### config.mk
export PLATFORM = sky130hd
export DESIGN_NAME = cs_rot_ctrl
export DESIGN_NICKNAME = d
export VERILOG_FILES = /design/src/rtl/cs_rot_ctrl.sv
export SDC_FILE = /design/constraint.sdc
export NUM_CORES = 1
export LEC_CHECK = 0
export CORE_UTILIZATION = 49
export DETAILED_ROUTE_END_ITERATION = 12
export PLACE_DENSITY_LB_ADDON = 0.25
export SLEW_MARGIN = 20
export SYNTH_ARGS = -nofsm -noshare
export SYNTH_HDL_FRONTEND = slang
export SYNTH_SLANG_ARGS = --single-unit
export TNS_END_PERCENT = 5
### constraint.sdc
create_clock -name clock -period 3.3 [get_ports clock]
set_clock_uncertainty 0.05 [all_clocks]
set_input_delay 0.33 -clock clock [delete_from_list [all_inputs] [get_ports clock]]
set_output_delay 0.33 -clock clock [all_outputs]
set_load 0.05 [all_outputs]
### src/rtl/cs_rot_ctrl.sv
// rtl/cs_rot_ctrl.sv - sequencing controller for the circular shift register datapath
// Loads an operand, rotates it one bit per clock for a captured count, and reports completion.
module cs_rot_ctrl #(
  parameter int WIDTH = 32,
  parameter int CNT_W = 5
) (
  input  logic             clock,
  input  logic             reset,
  input  logic             start,
  input  logic [WIDTH-1:0] load_val,
  input  logic [CNT_W-1:0] amount,
  input  logic             dir,
  input  logic             abort,
  input  logic             clear,
  output logic             ready,
  output logic             busy,
  output logic             done,
  output logic [WIDTH-1:0] result,
  output logic [CNT_W-1:0] remaining
);

  typedef enum logic [1:0] {
    IDLE  = 2'd0,
    SHIFT = 2'd1,
    DONE  = 2'd2
  } state_t;

  state_t           state_q;
  state_t           state_d;
  logic [WIDTH-1:0] result_q;
  logic [CNT_W-1:0] remaining_q;
  logic             dir_q;
  logic             last_step;

  assign last_step = (remaining_q == CNT_W'(1));

  always_comb begin
    state_d = state_q;
    case (state_q)
      IDLE: begin
        if (start) begin
          state_d = (amount != '0) ? SHIFT : DONE;
        end
      end
      SHIFT: begin
        if (abort || last_step) begin
          state_d = DONE;
        end
      end
      DONE:    state_d = IDLE;
      default: state_d = IDLE;
    endcase
  end

  always_ff @(posedge clock) begin
    if (reset) begin
      state_q     <= IDLE;
      result_q    <= '0;
      remaining_q <= '0;
      dir_q       <= 1'b0;
    end else begin
      state_q <= state_d;
      case (state_q)
        IDLE: begin
          // start takes priority over clear when both are presented
          if (start) begin
            result_q    <= load_val;
            remaining_q <= amount;
            dir_q       <= dir;
          end else if (clear) begin
            result_q <= '0;
          end
        end
        SHIFT: begin
          // an aborted edge performs no rotation and keeps the pending count
          if (!abort && remaining_q != '0) begin
            if (dir_q) begin
              result_q <= {result_q[WIDTH-2:0], result_q[WIDTH-1]};
            end else begin
              result_q <= {result_q[0], result_q[WIDTH-1:1]};
            end
            remaining_q <= remaining_q - CNT_W'(1);
          end
        end
        default: begin
        end
      endcase
    end
  end

  assign ready     = (state_q == IDLE);
  assign busy      = (state_q == SHIFT);
  assign done      = (state_q == DONE);
  assign result    = result_q;
  assign remaining = remaining_q;

endmodule

==> results of run 1 <==
## cell type report
cell class	instances	area (µm²)	area share, %
multi-input cells	208	1470	44.1
repair buffers	86	858	25.8
flip-flops and latches	40	802	24.1
clock buffers	7	86.3	2.60
well taps	67	83.8	2.52
inverters	6	22.5	0.677
clock inverters	1	7.51	0.226
## flip-flops by register name, summed over array words and instances, names as in the netlist
signal	count
result	32
remaining	5
state_q	2
dir_q	1
## power groups by stage
stage,Sequential [W],Clock [W],Combinational [W]
after floorplan,0.000793,0,0.000320
after global placement,0.000633,0,0.000672
after detailed placement,0.000634,0,0.000684
after CTS,0.000623,0.000353,0.000687
after global routing,0.000634,0.000371,0.000734
final,0.000623,0.000345,0.000684
## cell usage in the layout, fill, tap and decap left out
| cell type | instances |
|---|---|
| a211oi_1 | 4 |
| a211oi_2 | 28 |
| a21oi_1 | 4 |
| a311o_1 | 1 |
| a31oi_1 | 35 |
| and2_1 | 1 |
| buf_12 | 1 |
| buf_2 | 1 |
| buf_4 | 3 |
| clkbuf_1 | 1 |
| clkbuf_8 | 6 |
| clkdlybuf4s50_1 | 81 |
| clkinvlp_4 | 1 |
| dfxtp_1 | 39 |
| dfxtp_2 | 1 |
| ha_1 | 2 |
| inv_1 | 6 |
| mux2i_1 | 34 |
| nand2_1 | 4 |
| nand2b_1 | 1 |
| nand2b_2 | 1 |
| nand4_1 | 1 |
| nor2_1 | 75 |
| nor2b_1 | 1 |
| nor3_1 | 2 |
| nor3b_1 | 1 |
| nor4_1 | 1 |
| nor4b_2 | 1 |
| o21ai_0 | 3 |
| o311a_1 | 1 |
| o311ai_0 | 1 |
| o31a_1 | 1 |
| o31ai_1 | 1 |
| o32ai_4 | 1 |
| o41ai_1 | 1 |
| or3_1 | 1 |
| or3b_1 | 1 |
## worst max-delay path, cell delays in order, from the launching register on
cell and delay [ns]:
dfxtp_1 0.62, nor2b_1 0.19, clkdlybuf4s50_1 0.81
## routing by layer
| metal | vias up | global-route usage (%) |
|---|---|---|
| li1 | 1161 | - |
| met1 | 1074 | 31.4 |
| met2 | 84 | 38.5 |
| met3 | 2 | 5.14 |
| met4 | 0 | 5.45 |
| met5 | - | 0 |
## cells by family (layout without fill, tap and decap cells)
logic type | after synthesis | after routing | share of synthesized area, %
and+or+nand+nor | 91 | 91 | 15.6
DFF | 40 | 40 | 32.8
AOI/OAI and AO/OA | 81 | 81 | 29.3
adders and majority gates | 2 | 2 | 1.03
muxes | 34 | 34 | 13.9
buffers and inverters | 35 | 100 | 7.23
## stage by stage
step | cell area [µm²] | power [W] | utilization [%] | setup slack, ns | cells
6_report | 3330 | 0.00165 | 69.9 | 1.00 | 415
3_5_place_dp | 3230 | 0.00132 | 68.0 | 0.962 | 407
5_1_grt | 3330 | 0.00174 | 69.9 | 0.889 | 415
2_1_floorplan | 2440 | 0.00111 | - | 1.18 | 283
4_1_cts | 3330 | 0.00166 | 69.9 | 0.996 | 415
3_3_place_gp | 3230 | 0.00131 | 68.0 | 1.04 | 407
## final timing paths
check | to | cells past startpoint
worst max-delay path | done | 2
worst min register to register | remaining[0] | 2
worst max register to register | remaining[4] | 5
worst min-delay path | remaining[0] | 2
==> flow_metrics.tcl, run 1 <==
set metrics [dict create \
    outcome "finished clean" \
    die_y_um 72.6 \
    design.core.area_mm2 0.00475 \
    yosysWarnings 0 \
    dpl.hpwl_um 3830 \
    nNetsFinal 392 \
    p_comb_share_pct 41.4 \
    synth_top_area_share_pct 32.8 \
    ys_seq_elements 40 \
    max_freq_ghz 0.435 \
    crit_path_start_kind "flop" \
    synthTopCellsByCount "nor2_1, dfxtp_1, a31oi_1, mux2i_1, a211oi_2" \
    rrSetupSlack_ns 1.18 \
    crit_path_end_kind "primary output" \
    yosysMostFrequentCell "nor2_1" \
    setup_viol 0 \
    drv_cap 0 \
    detail-route-antenna-nets 0 \
    synth_edf_count 0 \
    pwr_density_cell_mw_per_mm2 497 \
    cts.hold.buffers_added 0 \
    tns_ns 0 \
    wirelength_um 5840 \
    ir_drop_v 0.000314 \
    drt_first_pass_iters 4 \
    p_leak_nw 1.12 \
    power_frac_seq_pct 37.7 \
    grt_util_all_layers_pct 23.4 \
    cts_buffers 5 \
    io_buffers 82 \
    die_x_um 72.6 \
    crit-reg2reg-launch "state_q[1]" \
    grt_pass1_vias 2133 \
    cp_data_required_time_ns 2.92 \
    routed-wl-met3_um 375 \
    start_util_pct 51.3 \
    async_flop_share_pct 0 \
    top_layer_used "met4" \
    grt_pass1_wl_um 9860 \
    drc 0 \
    wl_per_cell_um 14.1 \
    hold_viol_final 0 \
    die_area_mm2 0.00527 \
    relSlewSlack_pct 34.1 \
    drive_gt1_share_pct 12.6 \
    fin_hold_ws_ns 0.486 \
    route.met2.wl_um 2730 \
    hold_start "remaining[0]" \
    clock_latency_ns 0.29 \
    cts_max_level 2 \
    gp_congestion 0.836 \
    internal_power_w 0.000983 \
    synth.distinct_cells 32 \
    drv_slew 0 \
    final.fill_count 413 \
    critPathArrivalTime_ns 1.92 \
    fin_crit_sh_pct 69.7 \
    synth_fp_nets 328 \
    syn_to_final_growth_pct 36.3 \
    grt_antenna_before_repair 0 \
    cts.repair.resized 0 \
    seq_area_frac_synth_pct 32.8 \
    cp_max_fo 14 \
    synthCells 283 \
    yosysTopAreaCell "dfxtp_1" \
    initialDrtViolationCount 182 \
    final.min_clock_period_ns 2.30 \
    yosys_most_used_dff "dfxtp_1" \
    hold_class "reg2reg" \
    cts_tree "yes" \
    pwr-share-clk_pct 20.9 \
    clk_path_buf_depth 2 \
    antenna_cells 0 \
    p_sw_w 0.000669 \
    postCtsSetupBuffers 0 \
    ios 83 \
    cts.sinks 40 \
    rsz0062_at_grt "no" \
    cts_root_buf "clkbuf_8" \
    grt_overflow 0 \
    viasPerCell 5.59 \
    vias 2321 \
    syn_avg_cell_area_um2 8.62 \
    synthTopCellsByArea "dfxtp_1, a211oi_2, mux2i_1" \
    worstSetupPathType "reg2out" \
    startpoint "state_q[1]" \
    std_cell_rows 25 \
    met1_length_um 2710 \
    swShare_pct 40.5 \
    netlist_area_mm2 0.00244 \
    grt_start_max_net_pins 70 \
    tightestPinTransition_ns 0.988 \
    clkSlewWorstSetupHoldPaths_ns 0.08 \
]
(Power assumes the default switching activity.)
==> run 2: changes to the inputs <==
Settings changed: CORE_UTILIZATION 49 to 46.
Clock period 3.3 ns to 2.18 ns, I/O delays scaled along.
==> run 2 against run 1 <==
Critical path depth is the same. Non-clock buffer count grew 7. Sequential cell count is the same. Design area grew 2.0%. Global-route usage shrank 0.55 points. Total power grew 53%. Wire length grew 3.3%. Clock power grew 52%. Largest cell class unchanged.
==> flow_metrics.tcl, run 2 (same netlist as run 1, synthesis figures left out) <==
set metrics [dict create \
    cp_data_required_time_ns 1.91 \
    gp_congestion 0.873 \
    dpl.hpwl_um 4240 \
    start_util_pct 47.8 \
    drive_gt1_share_pct 15.2 \
    relSlewSlack_pct 66.2 \
    postCtsSetupBuffers 0 \
    clock_latency_ns 0.30 \
    cts_tree "yes" \
    crit-reg2reg-launch "remaining[1]" \
    rr_worst_depth 7 \
    rrSetupSlack_ns 0.29 \
    critPathArrivalTime_ns 1.75 \
    fin_area_mm2 0.00339 \
    placed_area_mm2 0.00330 \
    rsz0062_at_grt "no" \
    die_x_um 74.8 \
    use_met1_pct 28.9 \
    setup_viol 0 \
    use_met2_pct 38.0 \
    wirelength_um 6030 \
    crit_path_end_kind "primary output" \
    clkSlewWorstSetupHoldPaths_ns 0.08 \
    p_leak_nw 1.16 \
    cp_max_fo 14 \
    grt_pass1_wl_um 9870 \
    tns_ns 0 \
    finalNonFillerCells 425 \
    cts.sinks 40 \
    grt_start_max_net_pins 43 \
    ios 83 \
    cts_buffers 5 \
    drv_cap 0 \
    final.min_clock_period_ns 2.02 \
    design.core.area_mm2 0.00511 \
    drc 0 \
    fin_util_pct 66.4 \
    die_y_um 74.8 \
    max_freq_ghz 0.496 \
    nNetsFinal 399 \
    syn_to_final_growth_pct 39.1 \
    fin_crit_sh_pct 92.5 \
    multi_input_area_mm2 0.00147 \
    hold_class "in2reg" \
    pwr_density_cell_mw_per_mm2 743 \
    seqCellArea_um2 802 \
    tightestPinTransition_ns 0.506 \
    drt_first_pass_iters 4 \
    clk_path_buf_depth 2 \
    crit_path_start_kind "flop" \
    grt-busiest-layer "met2" \
    placedCellCount 417 \
    initialDrtViolationCount 75 \
    io_buffers 82 \
    cts_max_level 2 \
    largest_reg_flops 32 \
    outcome "finished clean" \
    final.fill_count 443 \
    grt_overflow 0 \
    wl_per_cell_um 14.2 \
    use_met3_pct 6.02 \
    ir_drop_v 0.000414 \
    cts.repair.resized 0 \
    reg2reg_to "result[17]" \
    layout_common_cells "clkdlybuf4s50_1, nor2_1, dfxtp_1" \
    hold_viol_final 0 \
    vias 2317 \
    final_common_cell "clkdlybuf4s50_1" \
    power_w 0.00252 \
    die_area_mm2 0.00560 \
    startpoint "state_q[1]" \
    viasPerCell 5.45 \
    cts.hold.buffers_added 0 \
    worstSetupPathType "reg2out" \
    cp-endpoint "ready" \
    detail-route-antenna-nets 0 \
    std_cell_rows 26 \
    antenna_cells 0 \
    grt_antenna_before_repair 0 \
    drv_slew 0 \
    cts_root_buf "clkbuf_8" \
    grt_pass1_vias 2138 \
    grt_util_all_layers_pct 22.9 \
]
-- run 2: cell count changes in the layout (fill, tap and decap cells not counted), sizes merged --
cell	delta
buf	+9
clkinvlp	+1
clkdlybuf4s50	-2
clkbuf	-1
-- run 2: report_power, final --
part           leakage (nW)  switching [W]  internal (W)
clock                0.0434       0.000267      0.000256
sequential            0.331       0.000101      0.000820
combinational         0.786       0.000652      0.000425
total                  1.16        0.00102       0.00150
-- run 2: critical path, stage by stage (launching register included) --
cell             delay, ns
dfxtp_1               0.46
nor2_1                0.18
clkdlybuf4s50_1       0.82
-- run 2: how the worst min path moves through the flow --
stage / startpoint / endpoint / slack (ns) / depth (start not counted)
after floorplan: amount[4] / remaining[4] / 0.30 / 2
after global placement: remaining[0] / remaining[0] / 0.47 / 2
after detailed placement: remaining[0] / remaining[0] / 0.47 / 2
after CTS: reset / state_q[0] / 0.29 / 2
after global routing: reset / remaining[4] / 0.32 / 2
final: reset / state_q[0] / 0.30 / 2
-- run 2: routing by layer --
metal  wire length [µm]  part of all wire (%)
met2               2850                    47
met5                  0                     0
met1               2800                    46
met4                 61                   1.0
met3                322                   5.3
-- run 2: area by class of cell --
cell class / count / area share, %
clock buffer: 6 / 2.43
sequential: 40 / 23.6
clock inverter: 2 / 0.442
multi-input combinational: 208 / 43.2
tap: 70 / 2.58
inverter: 6 / 0.664
timing repair buffer: 93 / 27.1
-- run 2: metrics by stage --
stage               hold slack (ns)  worst slack (ns)
floorplan                     0.304            0.0570
global placement              0.470             0.181
detailed placement            0.468             0.129
CTS                           0.292             0.143
global route                  0.319            0.0758
finish                        0.304             0.163
